## config.mk

```make
export PLATFORM = sky130hd
export DESIGN_NAME = constant_port_arbiter
export DESIGN_NICKNAME = d
export VERILOG_FILES = /design/src/rtl/constant_port_arbiter.sv
export SDC_FILE = /design/constraint.sdc
export NUM_CORES = 1
export LEC_CHECK = 0
export CAP_MARGIN = 0
export CORE_MARGIN = 5
export CORE_UTILIZATION = 32
export CTS_CLUSTER_SIZE = 20
export DETAILED_ROUTE_END_ITERATION = 8
export GPL_ROUTABILITY_DRIVEN = 0
export GPL_TIMING_DRIVEN = 0
export PLACE_DENSITY = 0.81
export SYNTH_ARGS = -nofsm -noshare
export SYNTH_HDL_FRONTEND = slang
export SYNTH_SLANG_ARGS = --single-unit
```

## constraint.sdc

```tcl
create_clock -name clk_i -period 1.54 [get_ports clk_i]
set_clock_uncertainty 0.05 [all_clocks]
set_input_delay 0.385 -clock clk_i [delete_from_list [all_inputs] [get_ports clk_i]]
set_output_delay 0.385 -clock clk_i [all_outputs]
set_load 0.01 [all_outputs]
```

## src/rtl/constant_port_arbiter.sv

```systemverilog
// constant_port_arbiter
// Round-robin arbiter sharing the combinational constant-table ROM read port
// between NREQ requesters, with a one-entry response buffer tagged by the
// requester ID. Optional per-requester saturating grant counters are built
// when the macro CONST_ARB_STATS_EN is defined.
module constant_port_arbiter #(
    parameter int unsigned WORD = 16,
    parameter int unsigned NREQ = 2,
    parameter int unsigned IDW  = 2
) (
    input  logic                 clk_i,
    input  logic                 rst_n_i,
    input  logic [NREQ-1:0]      req_valid_i,
    input  logic [3*NREQ-1:0]    req_addr_i,
    output logic [NREQ-1:0]      req_ready_o,
    output logic                 rsp_valid_o,
    output logic [IDW-1:0]       rsp_id_o,
    output logic [WORD-1:0]      rsp_data_o,
    input  logic                 rsp_ready_i,
    output logic [2:0]           tbl_addr_o,
    input  logic [WORD-1:0]      tbl_data_i,
    input  logic [IDW-1:0]       stat_sel_i,
    output logic [15:0]          stat_cnt_o
);

    localparam int unsigned AW = 3;
    localparam int unsigned CW = 16;

    typedef enum logic {
        S_IDLE = 1'b0,
        S_HOLD = 1'b1
    } state_e;

    state_e           state_q;
    logic [IDW-1:0]   ptr_q;
    logic [IDW-1:0]   ptr_d;
    logic [IDW-1:0]   rsp_id_q;
    logic [WORD-1:0]  rsp_data_q;
    logic [AW-1:0]    last_addr_q;

    logic             grant_ok;
    logic             gnt_found;
    logic             gnt_valid;
    logic [IDW-1:0]   gnt_idx;
    logic [AW-1:0]    gnt_addr;
    int unsigned      cand;

    // A grant is possible with an empty buffer, or a full one being drained this cycle
    assign grant_ok  = rst_n_i && ((state_q == S_IDLE) || rsp_ready_i);
    assign gnt_valid = grant_ok && gnt_found;

    // Round-robin search from the pointer upward with wrap-around
    always_comb begin
        gnt_found = 1'b0;
        gnt_idx   = '0;
        cand      = 0;
        for (int unsigned o = 0; o < NREQ; o++) begin
            cand = 32'(ptr_q) + o;
            if (cand >= NREQ) begin
                cand = cand - NREQ;
            end
            for (int unsigned k = 0; k < NREQ; k++) begin
                if (!gnt_found && (k == cand) && req_valid_i[k]) begin
                    gnt_found = 1'b1;
                    gnt_idx   = IDW'(k);
                end
            end
        end
    end

    // One-hot ready, granted address, ROM address and next pointer
    always_comb begin
        req_ready_o = '0;
        gnt_addr    = '0;
        for (int unsigned k = 0; k < NREQ; k++) begin
            if (gnt_idx == IDW'(k)) begin
                req_ready_o[k] = gnt_valid;
                gnt_addr       = req_addr_i[3*k +: 3];
            end
        end
        tbl_addr_o = gnt_valid ? gnt_addr : last_addr_q;
        ptr_d      = (gnt_idx == IDW'(NREQ - 1)) ? '0 : IDW'(gnt_idx + IDW'(1));
    end

    // Buffer FSM: load on grant, drain to IDLE when consumed with no new grant
    always_ff @(posedge clk_i or negedge rst_n_i) begin
        if (!rst_n_i) begin
            state_q     <= S_IDLE;
            ptr_q       <= '0;
            rsp_id_q    <= '0;
            rsp_data_q  <= '0;
            last_addr_q <= '0;
        end else if (gnt_valid) begin
            state_q     <= S_HOLD;
            ptr_q       <= ptr_d;
            rsp_id_q    <= gnt_idx;
            rsp_data_q  <= tbl_data_i;
            last_addr_q <= gnt_addr;
        end else if ((state_q == S_HOLD) && rsp_ready_i) begin
            state_q     <= S_IDLE;
        end
    end

    assign rsp_valid_o = (state_q == S_HOLD);
    assign rsp_id_o    = rsp_id_q;
    assign rsp_data_o  = rsp_data_q;

`ifdef CONST_ARB_STATS_EN
    logic [CW-1:0] cnt_q [NREQ];

    // Saturating per-requester grant counters
    always_ff @(posedge clk_i or negedge rst_n_i) begin
        if (!rst_n_i) begin
            for (int unsigned k = 0; k < NREQ; k++) begin
                cnt_q[k] <= '0;
            end
        end else begin
            for (int unsigned k = 0; k < NREQ; k++) begin
                if (gnt_valid && (gnt_idx == IDW'(k)) && (cnt_q[k] != {CW{1'b1}})) begin
                    cnt_q[k] <= cnt_q[k] + CW'(1);
                end
            end
        end
    end

    // Counter readback; out-of-range selects read 0
    always_comb begin
        stat_cnt_o = '0;
        for (int unsigned k = 0; k < NREQ; k++) begin
            if (stat_sel_i == IDW'(k)) begin
                stat_cnt_o = cnt_q[k];
            end
        end
    end
`else
    logic unused_stat_sel;

    // Statistics not built: readback tied off
    assign unused_stat_sel = ^stat_sel_i;
    assign stat_cnt_o      = '0;
`endif

endmodule

```

# Word level (Yosys, flattened, before mapping)

Index checks and enable logic that the tools add are counted.

Output and inout port bits: 40
Word-level logic and storage cells: 50
Register bits: 24

$add $sub $neg: 4
Reductions and logical operators: 18
Magnitude comparators: 2
Bitwise logic cells: 1
Mux-type cells: 17
Eq/ne operators: 3

Operator list:

| operator                                                                             | number |
|---|---|
| 1-bit by 32-bit equality test with 1-bit output (first input constant)               | 2 |
| 32-bit logical NOT                                                                   | 2 |
| 32-bit 2-to-1 mux                                                                    | 2 |
| 1-bit logical AND                                                                    | 10 |
| 1-bit 2-to-1 mux                                                                     | 10 |
| 3-bit 2-to-1 mux                                                                     | 3 |
| 2-bit 2-to-1 mux                                                                     | 2 |
| 3-bit by 2-bit subtractor with 4-bit output (second input constant)                  | 1 |
| 2-bit by 1-bit adder with 3-bit output (second input constant)                       | 1 |
| 3-bit by 2-bit greater-or-equal comparator with 1-bit output (second input constant) | 1 |
| 1-bit logical NOT                                                                    | 3 |
| 2-bit by 2-bit subtractor with 3-bit output (second input constant)                  | 1 |
| 2-bit by 1-bit adder with 2-bit output (second input constant)                       | 1 |
| 2-bit by 1-bit equality test with 1-bit output (second input constant)               | 1 |
| 2-bit greater-or-equal comparator (second input constant)                            | 1 |
| 2-bit logical NOT                                                                    | 1 |
| 2-bit nonzero test                                                                   | 1 |
| 1-bit logical OR                                                                     | 1 |
| 1-bit NOT                                                                            | 1 |

# Longest topological paths before layout

Depth after elaboration: 21
Mapped depth: 4

# Least setup slack after synthesis

OpenSTA, ideal clock, no wires.

Kind: register -> output
From: reg state_q, in the netlist rsp_valid_o
To: out tbl_addr_o[0]
Data required time: 1.105 ns
Path slack: -0.092 ns
Stages on the path, launching flop included: 5
Arrival: 1.197 ns
Buffers on the path: 1
Path through: dfrtp_1 nand2b_4 o211ai_2 buf_6 a221o_1

Cells in the longest elaborated chain, start to end: 5

Ends and longest elaborated chain:

| item                   | RTL line | source |
|---|---|---|
| from (decl)            | 34       | `state_e state_q;` |
| from (signal assigned) | 88       | `state_q <= S_IDLE;` |
| from (signal assigned) | 94       | `state_q <= S_HOLD;` |
| from (signal assigned) | 100      | `state_q <= S_IDLE;` |
| 1-bit NOT              | 49       | `assign grant_ok = rst_n_i && ((state_q == S_IDLE) \|\| rsp_ready_i);` |
| 1-bit logical OR       | 49       |  |
| 1-bit logical AND      | 49       |  |
| 1-bit logical AND      | 50       | `assign gnt_valid = grant_ok && gnt_found;` |
| 3-bit 2-to-1 mux       | n/a      |  |
| to (decl)              | 20       | `output logic [2:0] tbl_addr_o,` |

Every way passes these cells.

# Worst setup path after layout

From: reg ptr_q[0]
To: out tbl_addr_o[1]

Cells in the longest elaborated chain, start to end: 21
Elaborated cells between the ends (all ways): 34
Classes of those cells: add/sub (3); order compare (2); eq/ne (3); mux (12); reduce/logical (14)

Ends and longest elaborated chain:

| item                                                                                             | RTL line | source |
|---|---|---|
| from (decl)                                                                                      | 35       | `logic [IDW-1:0] ptr_q;` |
| from (signal assigned)                                                                           | 95       | `ptr_q <= ptr_d;` |
| 2-bit by 2-bit subtractor with 3-bit output or 2-bit greater-or-equal comparator (tied branches) | 60, 59   |  |
| 32-bit 2-to-1 mux                                                                                | 59       | `if (cand >= NREQ) begin` |
| 32-bit logical NOT                                                                               | 63       | `if (!gnt_found && (k == cand) && req_valid_i[k]) begin` |
| 1-bit logical AND                                                                                | 63       |  |
| 1-bit 2-to-1 mux                                                                                 | 63       |  |
| 1-bit logical NOT                                                                                | 63       |  |
| 1-bit logical AND (2 in a row)                                                                   | 63       |  |
| 1-bit 2-to-1 mux                                                                                 | 63       |  |
| 1-bit logical NOT                                                                                | 63       |  |
| 1-bit logical AND (2 in a row)                                                                   | 63       |  |
| 1-bit 2-to-1 mux                                                                                 | 63       |  |
| 1-bit logical NOT                                                                                | 63       |  |
| 1-bit logical AND (2 in a row)                                                                   | 63       |  |
| 2-bit 2-to-1 mux                                                                                 | 63       |  |
| 2-bit logical NOT                                                                                | 76       | `if (gnt_idx == IDW'(k)) begin` |
| 3-bit 2-to-1 mux (2 in a row)                                                                    | 76       |  |
| 3-bit 2-to-1 mux (*)                                                                             | n/a      |  |

Every way passes the cells marked *; elsewhere a longest branch is shown, timed or not.

==> summary.txt <==
Cells and area
  • Area Overhead vs Synth: 72.16%
  • Finished Cell Area: 1803 um2
  • # diodes: 0
  • Fraction of layout cells with a size suffix above 1: 0.4000
  • Final net count: 190

STA
  • Final WS setup: -0.4262 ns
  • Slew headroom: 0.3587
  • Final hold violations: 0
  • Worst Tran Pin Value: 0.9619 ns
  • Final setup vio count: 5
  • Setup TNS: -1.713 ns
  • Period utilization: 1.277
  • Max Clock Freq: a little over 0.5 GHz
  • Slew Limit Fails: 0
  • RSZ-0062 raised after global routing: yes
  • Tmin final: 1.966 ns

Critical path
  • Slowest stage delay, CP: 0.42 ns
  • CP Max Fanout: 4
  • CP endpoint kind: output port
  • Delay-heaviest family, CP: flip-flops
  • CP cell instances: buf_6 > nor2b_4 > nor4b_2 > a221o_1 > buf_2
  • CP Launch Type: flip-flop
  • CP Data Required Time: 1.10 ns
  • CP arrival: 1.53 ns
  • Critical path type: reg2out
  • Worst path slowest cell: dfrtp_1
  • Buffers and inverters on the worst path: 2

Drt
  • WL per Instance: 13.36 um
  • Via count: 851
  • Final WL: 2.726 mm
  • DRT iter0 DRCs: 7
  • 1st-pass router iterations: 2
  • Routed Antenna Nets: 0
  • # DRC: 0
  • Via density: between 4 and 5

Die
  • Die Ht: ~67 um
  • Die area: 4517 um2
  • Starting density of the core: 0.3375
  • Die X: roughly 67 um
  • Ports: between 60 and 70
  • Core Rows: 20
  • Core outline area: roughly 3100 um2

Logic synthesis
  • Syn Std Cell Area: 1047 um2
  • Synth Area per Inst: 13.43 um2
  • Synth warn: 0
  • Sequential area share after synthesis: 0.5257
  • #FFs+latches synth: 22
  • Synth unique cells: 16
  • Mapped Cells: 78

GRT
  • Global-route wire length before repair: 4.312 mm
  • All-layer global routing usage: 0.1303
  • Largest net degree at the start of global routing: 23
  • Total gr overflow: 0
  • Initial antenna violation count: 0
  • Number of global-route vias before repair: 922

Clocking
  • Root Buffer: clkbuf_4
  • CTS tree: yes
  • Clk_lat worst skew: 0.30 ns
  • Clock transition at path regs: roughly 0.12 ns
  • H-tree depth: 1
  • Num CTS Buffers: 3
  • Longest Clk Path Bufs: 2
  • Clock sinks: 22

Power and ir drop
  • Pwr per Cell Area: 971.7 nW/um2
  • Leakage power: 0.9044 nW
  • Peak supply drop: a little under 0.0004 V

Place
  • Pre-CTS setup slack: -1.896 ns
  • IO buf count: 49
  • Hpwl dp: 2.053 mm
  • DP Area: 1662 um2

Status
  • Status: complete, but fails checks
  • Failing checks: negative setup slack

Min path
  • Worst min-delay path category: in2async

Run
  • Max-cap violations: 0
Yosys cell counts, drive strengths merged:
cell type   n  area share
dfrtp      22        0.53
buf        20        0.15
mux2       16        0.17
nand2       5       0.018
a221o       3       0.029
nor4b       3       0.025
a21o        2       0.014
and2b       1      0.0072
and4        1       0.011
and4b       1      0.0096
conb        1      0.0036
nand2b      1       0.013
nor2b       1      0.0060
o211ai      1       0.012
flip-flops by register name, summed over array words and instances, names as in the netlist:
signal and flops:
ptr_q 1, last_addr_q 3, rsp_id_o 1, rsp_valid_o 1
rsp_data_o 16
layout make-up:
cell class                      count  area (um2)
Clock inverter                      1       30.03
Clock buffer                        3       22.52
Tap cell                           44       55.05
Multi-Input combinational cell     52       431.7
Timing Repair Buffer               64       574.3
Sequential cell                    22       550.5
Fill cell                         295        1300
Buffer                             18       138.9
logic make-up (layout without fill, tap and decap cells):
kind of cell,Yosys count,after routing,synth area share
flops,22,22,0.5257
buf+inv,20,86,0.1541
mux,16,16,0.1720
simple gates,13,13,0.08962
compound gates,6,6,0.05495
other cells,1,17,0.003581
where the power goes:
group	total (W)	switching (W)	internal (W)	leakage, nW
combinational	0.000586	0.000238	0.000348	0.615
sequential	0.000733	0.0000507	0.000682	0.261
clock	0.000433	0.000170	0.000263	0.0279
total	0.00175	0.000459	0.00129	0.904
what timing repair did:
item | 4_1_cts | 5_1_grt
hold buffers | 1 | 0
pin swaps | 3 | 6
setup endpoints to repair | 45 | 27
hold endpoints to repair | 22 | 0
buffers inserted | 10 | 4
gates cloned | 0 | 0
gates resized for setup | 56 | 5
per-layer routing:
metal | vias up | track usage | routed length (um)
li1 | 400 | - | -
met1 | 406 | 0.1275 | 915
met2 | 39 | 0.2540 | 1560
met3 | 6 | 0.02163 | 167
met4 | 0 | 0.07342 | 82
met5 | - | 0 | 0
worst paths after layout:
kind / start / endpoint / slack (ns) / depth (start not counted)
max: ptr_q[0]$_DFFE_PN0P_ / tbl_addr_o[1] / -0.43 / 5
max in group asynchronous: rst_n_i / last_addr_q[2]$_DFF_PN0_ / 0.45 / 2
min: rst_n_i / rsp_id_o[0]$_DFFE_PN0P_ / 0.41 / 2
min reg2reg: rsp_id_o[0]$_DFFE_PN0P_ / rsp_id_o[0]$_DFFE_PN0P_ / 0.43 / 1
min in group clk_i: rsp_id_o[0]$_DFFE_PN0P_ / rsp_id_o[0]$_DFFE_PN0P_ / 0.43 / 1
max reg2reg: ptr_q[0]$_DFFE_PN0P_ / last_addr_q[1]$_DFF_PN0_ / 0.06 / 6
placed cells by master (no fill, tap or decap):
cell              n
a221o_1           3
mux2_2           13
buf_2             3
nand2b_4          1
dlygate4sd2_1    20
conb_1           17
bufinv_16         1
o211ai_4          1
nand2_1           5
and2b_2           1
nor2b_4           1
dlymetal6s4s_1    1
clkbuf_2          1
a21o_1            2
and4b_1           1
dfrtp_1          22
buf_4            29
clkdlybuf4s50_1  22
clkbuf_4          3
nor4b_2           3
buf_6             6
mux2_1            3
and4_4            1
metrics by stage:
stage / utilization / hold WS (ns) / std cells / power, W
2_1_floorplan: - / 0.03941 / 94 / 0.0009983
3_5_place_dp: 0.5355 / 0.4149 / 187 / 0.001336
4_1_cts: 0.5722 / 0.4400 / 201 / 0.001754
6_report: 0.5810 / 0.4069 / 204 / 0.001752
5_1_grt: 0.5810 / 0.4716 / 204 / 0.001855
3_3_place_gp: 0.5355 / 0.4102 / 187 / 0.001313
Note: power is estimated with default switching activity, not from simulation.
